$ cat config.mk
export PLATFORM = sky130hd
export DESIGN_NAME = timer_unit
export DESIGN_NICKNAME = d
export VERILOG_FILES = /design/src/rtl/timer_unit.sv
export SDC_FILE = /design/constraint.sdc
export NUM_CORES = 1
export LEC_CHECK = 0
export BUFFER_PORTS_ARGS = -buffer_cell sky130_fd_sc_hd__buf_4
export CAP_MARGIN = 20
export CORE_AREA = 2 2 107 109
export CTS_CLUSTER_DIAMETER = 150
export DETAILED_ROUTE_END_ITERATION = 8
export DIE_AREA = 0 0 109 111
export GPL_TIMING_DRIVEN = 0
export SLEW_MARGIN = 40
export SYNTH_ARGS = -nofsm -noshare
export SYNTH_HDL_FRONTEND = slang
export SYNTH_SLANG_ARGS = --single-unit
$ cat constraint.sdc
create_clock -name clk -period 2.61 [get_ports clk]
set_input_delay 0.261 -clock clk [delete_from_list [all_inputs] [get_ports clk]]
set_output_delay 0.261 -clock clk [all_outputs]
set_load 0.005 [all_outputs]
$ cat src/rtl/timer_unit.sv
// Memory-mapped countdown timer responding on the core data bus.
// Reads take one wait state (mem_wait in the request cycle, data the next); writes commit with no wait.
// One transfer per en assertion; en held longer parks the responder in HOLD until en drops.
module timer_unit #(
   parameter logic [15:0] BASE_ADDR = 16'h3F00,
   parameter int          PRESC_W   = 8
) (
   input  logic        clk,
   input  logic        rst,
   input  logic        en,
   input  logic [15:0] addr,
   input  logic        write_enable,
   input  logic        byte_enable,
   input  logic        byte_select,
   input  logic [15:0] data_in,
   output logic [15:0] data_out,
   output logic        serviced_read,
   output logic        mem_wait,
   output logic        irq
);

   typedef enum logic [1:0] {IDLE, RD_RESP, HOLD} state_t;

   state_t state;
   state_t state_nxt;

   // programmable state
   logic               run;
   logic               auto_reload;
   logic               irq_en;
   logic [3:0]         presc_sel;
   logic [15:0]        count;
   logic [15:0]        reload;
   logic               expired;
   logic [PRESC_W-1:0] prescaler;

   // decode and datapath helpers
   logic               hit;
   logic               rd_req;
   logic               wr_req;
   logic [1:0]         offs;
   logic [15:0]        ctrl_word;
   logic [15:0]        sel_word;
   logic [15:0]        rd_word;
   logic [15:0]        wr_word;
   logic               wr_ctrl;
   logic               wr_count;
   logic               wr_reload;
   logic               w1c_status;
   logic [PRESC_W-1:0] tick_mask;
   logic               tick;
   logic               expire_evt;

   assign hit  = en & (addr[15:2] == BASE_ADDR[15:2]);
   assign offs = addr[1:0];

   // Bus FSM next state; a request is only accepted from IDLE so a long en yields one transfer
   always_comb begin
      state_nxt = state;
      rd_req    = 1'b0;
      wr_req    = 1'b0;
      case (state)
         IDLE: begin
            if (hit) begin
               if (write_enable) begin
                  wr_req    = 1'b1;
                  state_nxt = HOLD;
               end else begin
                  rd_req    = 1'b1;
                  state_nxt = RD_RESP;
               end
            end
         end
         RD_RESP: state_nxt = en ? HOLD : IDLE;
         HOLD:    if (!en) state_nxt = IDLE;
         default: state_nxt = IDLE;
      endcase
   end

   // The stall is combinational so the core holds in the request cycle; suppressed under reset
   assign mem_wait      = rd_req & ~rst;
   assign serviced_read = (state == RD_RESP);

   // Register mux shared by the read path and the byte-write merge
   always_comb begin
      ctrl_word = {8'h00, presc_sel, 1'b0, irq_en, auto_reload, run};
      sel_word  = 16'h0000;
      case (offs)
         2'd0: sel_word = ctrl_word;
         2'd1: sel_word = count;
         2'd2: sel_word = reload;
         2'd3: sel_word = {15'h0000, expired};
         default: sel_word = 16'h0000;
      endcase
      if (byte_enable) begin
         rd_word = byte_select ? {8'h00, sel_word[15:8]} : {8'h00, sel_word[7:0]};
         wr_word = byte_select ? {data_in[15:8], sel_word[7:0]} : {sel_word[15:8], data_in[7:0]};
      end else begin
         rd_word = sel_word;
         wr_word = data_in;
      end
   end

   assign wr_ctrl    = wr_req & (offs == 2'd0);
   assign wr_count   = wr_req & (offs == 2'd1);
   assign wr_reload  = wr_req & (offs == 2'd2);
   assign w1c_status = wr_req & (offs == 2'd3) & (~byte_enable | ~byte_select) & data_in[0];

   // Tick mask covers prescaler[p:0]; selections beyond the counter width saturate to all ones
   always_comb begin
      tick_mask = '0;
      for (int i = 0; i < PRESC_W; i++) begin
         tick_mask[i] = (i <= int'(presc_sel));
      end
   end

   assign tick       = run & ((prescaler & tick_mask) == tick_mask);
   assign expire_evt = tick & (count == 16'h0000);

   // Bus FSM state register
   always_ff @(posedge clk) begin
      if (rst) state <= IDLE;
      else     state <= state_nxt;
   end

   // Read data is captured in the wait cycle and held through the response
   always_ff @(posedge clk) begin
      if (rst)         data_out <= 16'h0000;
      else if (rd_req) data_out <= rd_word;
   end

   // Prescaler free-runs while the timer is enabled and restarts from zero when stopped
   always_ff @(posedge clk) begin
      if (rst || !run) prescaler <= '0;
      else             prescaler <= prescaler + 1'b1;
   end

   // Register file and countdown; a bus write to COUNT/CTRL overrides that cycle's tick update
   always_ff @(posedge clk) begin
      if (rst) begin
         run         <= 1'b0;
         auto_reload <= 1'b0;
         irq_en      <= 1'b0;
         presc_sel   <= 4'h0;
         count       <= 16'h0000;
         reload      <= 16'h0000;
         expired     <= 1'b0;
      end else begin
         if (tick && !(wr_ctrl || wr_count)) begin
            if (count != 16'h0000) count <= count - 16'd1;
            else if (auto_reload)  count <= reload;
            else                   run   <= 1'b0;
         end
         if (wr_ctrl) begin
            run         <= wr_word[0];
            auto_reload <= wr_word[1];
            irq_en      <= wr_word[2];
            presc_sel   <= wr_word[7:4];
         end
         if (wr_count)  count  <= wr_word;
         if (wr_reload) reload <= wr_word;
         // a new expiry outranks a simultaneous clear
         if (expire_evt)      expired <= 1'b1;
         else if (w1c_status) expired <= 1'b0;
      end
   end

   // Interrupt level, registered from the sticky flag and its enable
   always_ff @(posedge clk) begin
      if (rst) irq <= 1'b0;
      else     irq <= expired & irq_en;
   end

endmodule
==> results.ini, run 1 <==
[global_routing]
grt-ovfl-total=0
grt_max_degree=14
grt_pass1_wl_um=18860
antenna_found_initial=0
grt_usage_pct=20.04
grt_pass1_vias=3575

[setup_path]
reg2regPathDepth=7
arrival_ns=2.69
worstReg2RegEnd=count[14]
cp_cell_sequence=or4_4 > nor4_4 > nand4_4 > and3_2 > buf_6 > nor3_4 > a221o_1
crit_family=simple AND/OR/NAND/NOR gates
cp.required_ns=2.89
r2r_slack_ns=0.20
slowest_delay_ns=0.56
end_kind=flip-flop
startpoint_type=flip-flop
crit_type=reg2reg
r2r_start=state[0]
crit_fanout=10
crit_buf_inv=1
cp_slowest_cell=or4_4

[finish]
design_area_um2=4697
n_fill_cell=1120
layout-drive-gt1-share_pct=17.34
final_net_count=584
syn2layout_area_growth_pct=26.10
diodes=0
fin_cells=691

[logic_synthesis]
synth_seq_cells=67
synth_area_um2=3725
synth.top_cell.area_share_pct=36.01
synth_seq_area_share_pct=36.01
async_flop_share_pct=0
synth_commonest_cells=nand2_1, dfxtp_1, a21oi_1
synth_flop_cell=dfxtp_1
synth-edff-count=0
yosysTopAreaCell=dfxtp_1
synthCells=478
yosysWarnings=0
syn_area_per_cell_um2=7.793
syn_nets=519
yosysMostFrequentCell=nand2_1
synth_cell_types=59
synth_area_leaders=dfxtp_1, nand2_1, a21oi_1

[flow_run]
cap_violations=0

[floorplan]
die_h_um=111
row_count=39
chipWidth_um=109
core_area_um2=11080
initial_utilization_pct=33.63
dieArea_um2=12100
ios=57

[timing]
slew_headroom_pct=49.38
rsz0062_at_grt=no
max_freq_mhz=414.5
worstMarginPinSlew_ns=0.7593
finalSetupViolCount=0
fin_setup_tns_ns=0
hold_slack_ns=0.2191
period_share_pct=92.43
hold_viol_final=0
fin_skew_ns=0.009050
fin_crit_ns=2.413
drv_slew=0

[pwr]
irDropWorstVdd_mv=0.2880
clock_power_share_pct=55.2
p_sw_mw=0.5807
p_leak_nw=1.823
combPwrFrac_pct=5.5
p_int_mw=2.024
seqPwrFrac_pct=39.3
power.density_nw_per_um2=554.5
total_power_mw=2.604
p_sw_share_pct=22.30

[clock_network]
cts_setup_buffers=0
clock-sinks=67
cts_buffers=9
cts_hold_buf=0
clk_latency_ns=0.34
cts.clk_slew.worst_paths_ns=0.06
htreeDepth=3
root_buffer=clkbuf_16
cts_buffer_depth=2
cts_tree=done

[outcome]
outcome=finished, final reports clean

[detailed_routing]
remaining_drc_errors=0
drt-pass1-iter-count=5
antenna_left=0
via_per_inst=5.514
dr.first_iter.drc_count=317
routed_wl_um=11920
wl_per_cell_um=17.25
vias=3810

[hold_path]
hold_depth=3
worstHoldEndpoint=state[1]
min_from=en
hp-class=in2reg

[place]
placed_area_um2=4314
port_buffers=54
dp_hpwl_um=8642
gp_congestion=0.9343
dp.cells=675

## area by class of cell
cell class              count  area [um2]  share of cell area (%)
multi-input cells         378        2287                   48.69
flip-flops and latches     67        1341                   28.56
inverters                   3       11.26                  0.2397
well taps                 143       178.9                   3.809
clock buffers               9       225.2                   4.795
repair buffers             54       405.4                   8.631
plain buffers              30       122.6                   2.611
clock inverters             7       125.1                   2.664
## what timing repair did
action | in CTS | in global routing
gates cloned | 0 | 0
pin swaps | 0 | 2
setup endpoints to repair | 5 | 19
resized for setup | 1 | 5
## power by group through the flow
stage | registers (mW) | logic, mW | clock network (mW)
3_5_place_dp | 1.05 | 0.142 | 0
4_1_cts | 1.02 | 0.143 | 1.45
5_1_grt | 1.02 | 0.155 | 1.50
3_3_place_gp | 1.05 | 0.140 | 0
6_report | 1.02 | 0.143 | 1.44
2_1_floorplan | 1.05 | 0.0694 | 0
## layout by cell type, fill, tap and decap left out, drive strengths merged, types with 5 or more instances in the layout
master   Yosys  routed
mux2         6       6
a21oi       53      53
mux2i       17      17
or4          5       5
buf          3      57
nand3       13      13
dfxtp       67      67
a211oi       5       5
nand4        6       6
a221o        5       5
o21ai       28      28
clkbuf      27      36
nand2       78      78
nor2b        8       8
o2bb2ai      5       5
nor4         5       5
xor2         6       6
nor2        47      47
nor3        25      25
and3         5       5
a22oi        9       9
xnor2        8       8
## registers in the layout, summed over array words and instances (netlist names), 2 cells and up
register,cells
state,2
prescaler,8
reload,16
presc_sel,4
data_out,16
count,16
## how the worst max path moves through the flow
stage	startpoint	to	slack, ns	depth (start not counted)
after detailed placement	addr[3]	data_out[15]	-0.07	8
after global placement	addr[4]	presc_sel[0]	-0.05	7
after CTS	count[7]	count[3]	0.05	7
after global routing	state[0]	presc_sel[0]	0.04	6
after floorplan	state[0]	count[2]	0.39	7
final	state[0]	count[14]	0.20	7
## worst register-to-register path, stage by stage (launching register included)
cell and delay [ns]:
dfxtp_1 0.32, or4_4 0.56, nor4_4 0.30, nand4_4 0.27, and3_2 0.30, buf_6 0.14, nor3_4 0.25, a221o_1 0.21
## logic make-up after synthesis
| logic type | after synthesis | synth area share, % |
|---|---|---|
| muxes | 24 | 6.987 |
| AOI/OAI and AO/OA | 123 | 20.39 |
| buffers and inverters | 33 | 3.594 |
| and+or+nand+nor | 214 | 28.72 |
| adders and majority gates | 3 | 1.008 |
| xor gates and xnor gates | 14 | 3.292 |
| DFF | 67 | 36.01 |
## layer usage
metal / routed length (um) / global-route usage, % / part of all wire (%) / up-vias
li1: - / - / - / 1858
met1: 5081 / 26.13 / 43 / 1773
met2: 5864 / 33.17 / 49 / 160
met3: 743 / 3.351 / 6.2 / 19
met4: 232 / 6.752 / 1.9 / 0
met5: 0 / 0 / 0 / -
## through the flow
step | setup WS (ns) | utilization, %
2_1_floorplan | 0.3870 | -
3_3_place_gp | -0.05060 | 38.90
3_5_place_dp | -0.07210 | 38.95
4_1_cts | 0.04562 | 42.19
5_1_grt | 0.03728 | 42.40
6_report | 0.1975 | 42.40
No activity file was read; power rests on OpenSTA's default activity.
==> run 2: changes to the inputs <==
--- a/config.mk
+++ b/config.mk
@@ -12,6 +12,7 @@
 export DETAILED_ROUTE_END_ITERATION = 8
 export DIE_AREA = 0 0 109 111
 export GPL_TIMING_DRIVEN = 0
+export REMOVE_ABC_BUFFERS = 1
 export SLEW_MARGIN = 40
 export SYNTH_ARGS = -nofsm -noshare
 export SYNTH_HDL_FRONTEND = slang
==> run 2 against run 1 <==
Against the previous run:
- clock skew about the same
- global-route usage decreased by 1.4 points
- clock power decreased by 14%
- maximum frequency decreased by 3.6%
- sequential power about the same
- combinational power decreased by 4%
- non-clock buffer count decreased by 20
- final cell count decreased by 2.9%
- critical path depth decreased by 1
- critical path type unchanged
- critical endpoint is now count[6]
- largest cell class unchanged
==> results.ini, run 2 (synthesis gave the netlist of run 1 again) <==
[finish]
layout-drive-gt1-share_pct=19.70  ; was 17.34%
fin_cells=671  ; was 691
syn2layout_area_growth_pct=23.75  ; was 26.10%
utilization_pct=41.61  ; was 42.40%
layout_commonest_cell=nand2_1  ; unchanged
final_net_count=564  ; was 584
final_cell_mix=nand2_1, dfxtp_1, buf_4, a21oi_1, nor2_1  ; unchanged
top_regs=count (16), data_out (16), reload (16)  ; unchanged
diodes=0  ; unchanged

[global_routing]
busiest_layer=met2  ; unchanged
grt_pass1_vias=3539  ; was 3575
grt_usage_pct=18.66  ; was 20.04%
use_met1_pct=24.40  ; was 26.13%
grt_max_degree=51  ; was 14
grt_pass1_wl_um=17800  ; was 18860 um
grt_util_met3_pct=4.174  ; was 3.351%
antenna_found_initial=0  ; unchanged
gr-usage-met2_pct=30.81  ; was 33.17%
grt-ovfl-total=0  ; unchanged

[outcome]
outcome=finished, final reports clean  ; unchanged

[setup_path]
crit_type=reg2reg  ; unchanged
cp_cell_sequence=or4_4 > nor4_4 > nand3_2 > o21ai_0 > o21ai_0 > o311a_1  ; was or4_4 > nor4_4 > nand4_4 > and3_2 > buf_6 > nor3_4 > a221o_1
crit_family=simple AND/OR/NAND/NOR gates  ; unchanged
startpoint_type=flip-flop  ; unchanged
cpMostUsedCell=o21ai_0
end_kind=flip-flop  ; unchanged
cp.required_ns=2.84  ; was 2.89 ns
slowest_delay_ns=0.56  ; about the same
arrival_ns=2.73  ; was 2.69 ns
crit_fanout=5  ; was 10
cp_slowest_cell=or4_4  ; unchanged
crit_buf_inv=0  ; was 1

[detailed_routing]
antenna_left=0  ; unchanged
remaining_drc_errors=0  ; unchanged
drt-pass1-iter-count=4  ; was 5
wl_per_cell_um=16.08  ; was 17.25 um
routed_wl_um=10790  ; was 11920 um
vias=3611  ; was 3810
via_per_inst=5.382  ; was 5.514
dr.first_iter.drc_count=204  ; was 317

[clock_network]
cts_buffer_depth=2  ; unchanged
root_buffer=clkbuf_16  ; unchanged
cts_hold_buf=0  ; unchanged
htreeDepth=3  ; unchanged
clk_latency_ns=0.34  ; about the same
cts_tree=done  ; unchanged
clock-sinks=67  ; unchanged
cts_buffers=9  ; unchanged
cts.clk_slew.worst_paths_ns=0.06  ; about the same

[floorplan]
chipWidth_um=109  ; unchanged
initial_utilization_pct=33.63  ; unchanged
dieArea_um2=12100  ; unchanged
row_count=39  ; unchanged
core_area_um2=11080  ; unchanged
ios=57  ; unchanged
die_h_um=111  ; unchanged

[timing]
worstMarginPinSlew_ns=0.8424  ; was 0.7593 ns
fin_skew_ns=0.008838  ; was 0.009050 ns
hold_viol_final=0  ; unchanged
rsz0062_at_grt=no  ; unchanged
max_freq_mhz=399.8  ; was 414.5 MHz
fin_crit_ns=2.501  ; was 2.413 ns
fin_setup_tns_ns=0  ; unchanged
period_share_pct=95.84  ; was 92.43%
finalSetupViolCount=0  ; unchanged
slew_headroom_pct=43.58  ; was 49.38%
drv_slew=0  ; unchanged

[pwr]
p_leak_nw=1.786  ; was 1.823 nW
irDropWorstVdd_mv=0.3585  ; was 0.2880 mV
power.density_nw_per_um2=519.5  ; was 554.5 nW/um2

[hold_path]
hp-class=in2reg  ; unchanged

[flow_run]
cap_violations=0  ; unchanged

[place]
gp_congestion=0.8993  ; was 0.9343
port_buffers=56  ; was 54
dp_hpwl_um=7712  ; was 8642 um
dp.cells=650  ; was 675

==> run 2: area by class of cell <==
cell class / count / area, um2
tap: 143 / 178.9
sequential: 67 / 1341
inverter: 3 / 11.26
clock buffer: 10 / 239.0
multi-input combinational: 378 / 2290
timing repair buffer: 64 / 484.2
fill: 1147 / 6467
clock inverter: 6 / 65.06
==> run 2: worst paths after layout <==
check / start / to / slack (ns) / depth (start not counted)
hold / removal: write_enable / state[0] / 0.19 / 2
setup / recovery: state[0] / count[6] / 0.11 / 6
hold reg to reg: reload[14] / reload[14] / 0.47 / 2
setup reg to reg: state[0] / count[6] / 0.11 / 6
==> run 2: worst reg2reg max path, stage by stage, from the launching register on <==
cell	delay, ns
dfxtp_1	0.32
or4_4	0.56
nor4_4	0.44
nand3_2	0.23
o21ai_0	0.54
o21ai_0	0.16
o311a_1	0.15
==> run 2: what timing repair did <==
item,4_1_cts,5_1_grt
hold endpoints to repair,0,0
resized for setup,3,3
setup endpoints to repair,22,12
cloned,0,0
setup buffers,2,3
pin swaps,2,3
==> run 2: routing by layer <==
| layer | vias up | share of wire (%) |
|---|---|---|
| met5 | - | 0 |
| met4 | 0 | 1.4 |
| met3 | 13 | 4.0 |
| met2 | 82 | 48 |
| met1 | 1704 | 46 |
| li1 | 1812 | - |
==> run 2: through the flow <==
stage	area [um2]	power, mW	hold slack, ns	worst slack, ns
2_1_floorplan	3602	1.094	0.3301	0.2289
3_3_place_gp	4202	1.177	0.4557	-0.7025
4_1_cts	4564	2.416	0.1533	0.06458
5_1_grt	4609	2.466	0.1960	0.008283
6_report	4609	2.395	0.1862	0.1086
3_5_place_dp	4233	1.179	0.4607	-0.2895
==> run 2: report_power, final <==
group	switching (mW)	total [mW]	internal (mW)
Combinational	0.0794	0.137	0.0573
Sequential	0.00000400	1.02	1.02
Clock	0.472	1.24	0.763
Total	0.552	2.39	1.84
==> run 3: changes to the inputs <==
==> constraint.sdc (replaced) <==
create_clock -name clk -period 3.2 [get_ports clk]
set_input_delay 0.32 -clock clk [delete_from_list [all_inputs] [get_ports clk]]
set_output_delay 0.32 -clock clk [all_outputs]
set_load 0.005 [all_outputs]
==> run 3 against run 2 <==
Against the previous run:
- worst setup slack gained 0.13 ns
- first-iteration DRC count decreased by 8.3%
- clock skew hardly changed
- critical endpoint is now count[10]
- largest cell class unchanged
- count of clock-buffer cells in the layout unchanged
- final area down 1.4%
- global-route usage is 0.25 points lower
- maximum frequency down 16%
- utilization is 0.59 points lower
- non-clock buffer count decreased by 5
- clock power fell by 19%
==> results.ini, run 3 (synthesis gave the netlist of run 1 again) <==
[setup_path]
end_kind=flip-flop  ; unchanged
cp.required_ns=3.47  ; was 2.84 ns
slowest_delay_ns=0.53  ; was 0.56 ns
crit_fanout=11  ; was 5
arrival_ns=3.24  ; was 2.73 ns
cp_slowest_cell=nand4_1  ; was or4_4
cp_cell_sequence=inv_1 > ha_1 > nor4b_1 > nand4_1 > or2_2 > and3_2 > nor3_4 > a221o_1  ; was or4_4 > nor4_4 > nand3_2 > o21ai_0 > o21ai_0 > o311a_1
startpoint_type=flip-flop  ; unchanged
crit_type=reg2reg  ; unchanged

[detailed_routing]
top_layer=met4  ; unchanged
dr.first_iter.drc_count=187  ; was 204
vias=3596  ; was 3611
via_per_inst=5.399  ; was 5.382
wl_per_cell_um=15.96  ; was 16.08 um
routed_wl_um=10630  ; was 10790 um
dr_wl_met3_um=481  ; was 435 um
remaining_drc_errors=0  ; unchanged
dr_wl_met2_um=5197  ; was 5228 um
wl_met1_um=4872  ; was 4977 um
antenna_left=0  ; unchanged
drt-pass1-iter-count=5  ; was 4

[timing]
fin_crit_ns=2.964  ; was 2.501 ns
rsz0062_at_grt=no  ; unchanged
setup_slack_ns=0.2364  ; was 0.1086 ns
period_share_pct=92.61  ; was 95.84%
fin_skew_ns=0.009058  ; was 0.008838 ns
hold_slack_ns=0.2255  ; was 0.1862 ns
slew_headroom_pct=44.14  ; was 43.58%
worstMarginPinSlew_ns=0.8341  ; was 0.8424 ns
hold_viol_final=0  ; unchanged
drv_slew=0  ; unchanged
max_freq_mhz=337.4  ; was 399.8 MHz
finalSetupViolCount=0  ; unchanged

[global_routing]
grt_max_degree=51  ; unchanged
grt_pass1_vias=3522  ; was 3539
grt_pass1_wl_um=17570  ; was 17800 um
antenna_found_initial=0  ; unchanged
grt-ovfl-total=0  ; unchanged
grt_usage_pct=18.40  ; was 18.66%

[clock_network]
clk_latency_ns=0.34  ; about the same
clock-sinks=67  ; unchanged
htreeDepth=3  ; unchanged
cts_setup_buffers=0  ; was 2
cts_buffers=9  ; unchanged
cts_tree=done  ; unchanged
ctsResizeCount=0  ; was 3
root_buffer=clkbuf_16  ; unchanged
cts_buffer_depth=2  ; unchanged
cts.clk_slew.worst_paths_ns=0.06  ; about the same
cts_hold_buf=0  ; unchanged

[floorplan]
ios=57  ; unchanged
core_area_um2=11080  ; unchanged
initial_utilization_pct=33.63  ; unchanged
dieArea_um2=12100  ; unchanged
row_count=39  ; unchanged
chipWidth_um=109  ; unchanged
die_h_um=111  ; unchanged

[finish]
final_net_count=559  ; was 564
design_area_um2=4544  ; was 4609 um2
diodes=0  ; unchanged
syn2layout_area_growth_pct=22.00  ; was 23.75%
final_cell_mix=nand2_1, dfxtp_1, buf_4, a21oi_1, nor2_1  ; unchanged
fin_cells=666  ; was 671
layout_commonest_cell=nand2_1  ; unchanged
n_fill_cell=1149  ; was 1147
top_regs=count (16), data_out (16), reload (16)  ; unchanged
layout-drive-gt1-share_pct=18.36  ; was 19.70%

[outcome]
outcome=finished, final reports clean  ; unchanged

[pwr]
p_leak_nw=1.764  ; was 1.786 nW
seqPwrFrac_pct=42.8  ; was 42.7%
clock_power_share_pct=51.6  ; about the same
irDropWorstVdd_mv=0.2922  ; was 0.3585 mV
p_int_mw=1.503  ; was 1.843 mW
p_sw_share_pct=22.92  ; was 23.04%
power.density_nw_per_um2=429.1  ; was 519.5 nW/um2
combPwrFrac_pct=5.6  ; was 5.7%
p_sw_mw=0.4470  ; was 0.5519 mW

[place]
gp_congestion=0.8993  ; unchanged
port_buffers=56  ; unchanged
placed_area_um2=4233  ; unchanged
dp.cells=650  ; unchanged
dp_hpwl_um=7712  ; unchanged
place_ws_ns=0.3005  ; was -0.2895 ns

[flow_run]
cap_violations=0  ; unchanged

[hold_path]
hp-class=in2reg  ; unchanged

==> run 3: power by group through the flow <==
stage	registers, mW	logic [mW]	clock network (mW)
CTS	0.834	0.109	1.03
detailed placement	0.852	0.109	0
finish	0.834	0.110	1.01
global placement	0.852	0.107	0
floorplan	0.852	0.0397	0
global route	0.834	0.119	1.06
==> run 3: metrics by stage <==
stage               power (mW)  utilization, %  TNS, ns
detailed placement      0.9613           38.21        0
global route             2.010           41.03        0
CTS                      1.970           40.96        0
finish                   1.950           41.03        0
global placement        0.9596           37.93   -1.265
floorplan               0.8922               -        0
==> run 3: worst max-delay path: cells and delay by family, from the launching register on <==
family / cells / cell delay, ns
adder cells (fa/ha/maj): 1 / 0.18
AND/OR/NAND/NOR: 5 / 2.02
flip-flops: 1 / 0.36
AO/OA/AOI/OAI: 1 / 0.20
buffers and inverters: 1 / 0.14
==> run 3: area by class of cell <==
class / instances / area [um2] / area share, %
Sequential cell: 67 / 1341 / 29.52
Clock buffer: 10 / 239.0 / 5.259
Inverter: 3 / 11.26 / 0.2478
Timing Repair Buffer: 59 / 446.7 / 9.829
Multi-Input combinational cell: 378 / 2262 / 49.78
Tap cell: 143 / 178.9 / 3.937
Clock inverter: 6 / 65.06 / 1.432
==> run 3: worst paths after layout <==
check                from          to  slack [ns]  cells past startpoint
max reg2reg      count[0]   count[10]        0.24                      8
max              count[0]   count[10]        0.24                      8
min          write_enable    state[0]        0.23                      2
min reg2reg    reload[14]  reload[14]        0.47                      2
==> run 3: layer usage <==
layer  vias to the layer above  global-route usage [%]
li1                       1804                       -
met1                      1704                   24.07
met2                        84                   30.43
met3                         4                   4.115
met4                         0                   4.615
met5                         -                       0
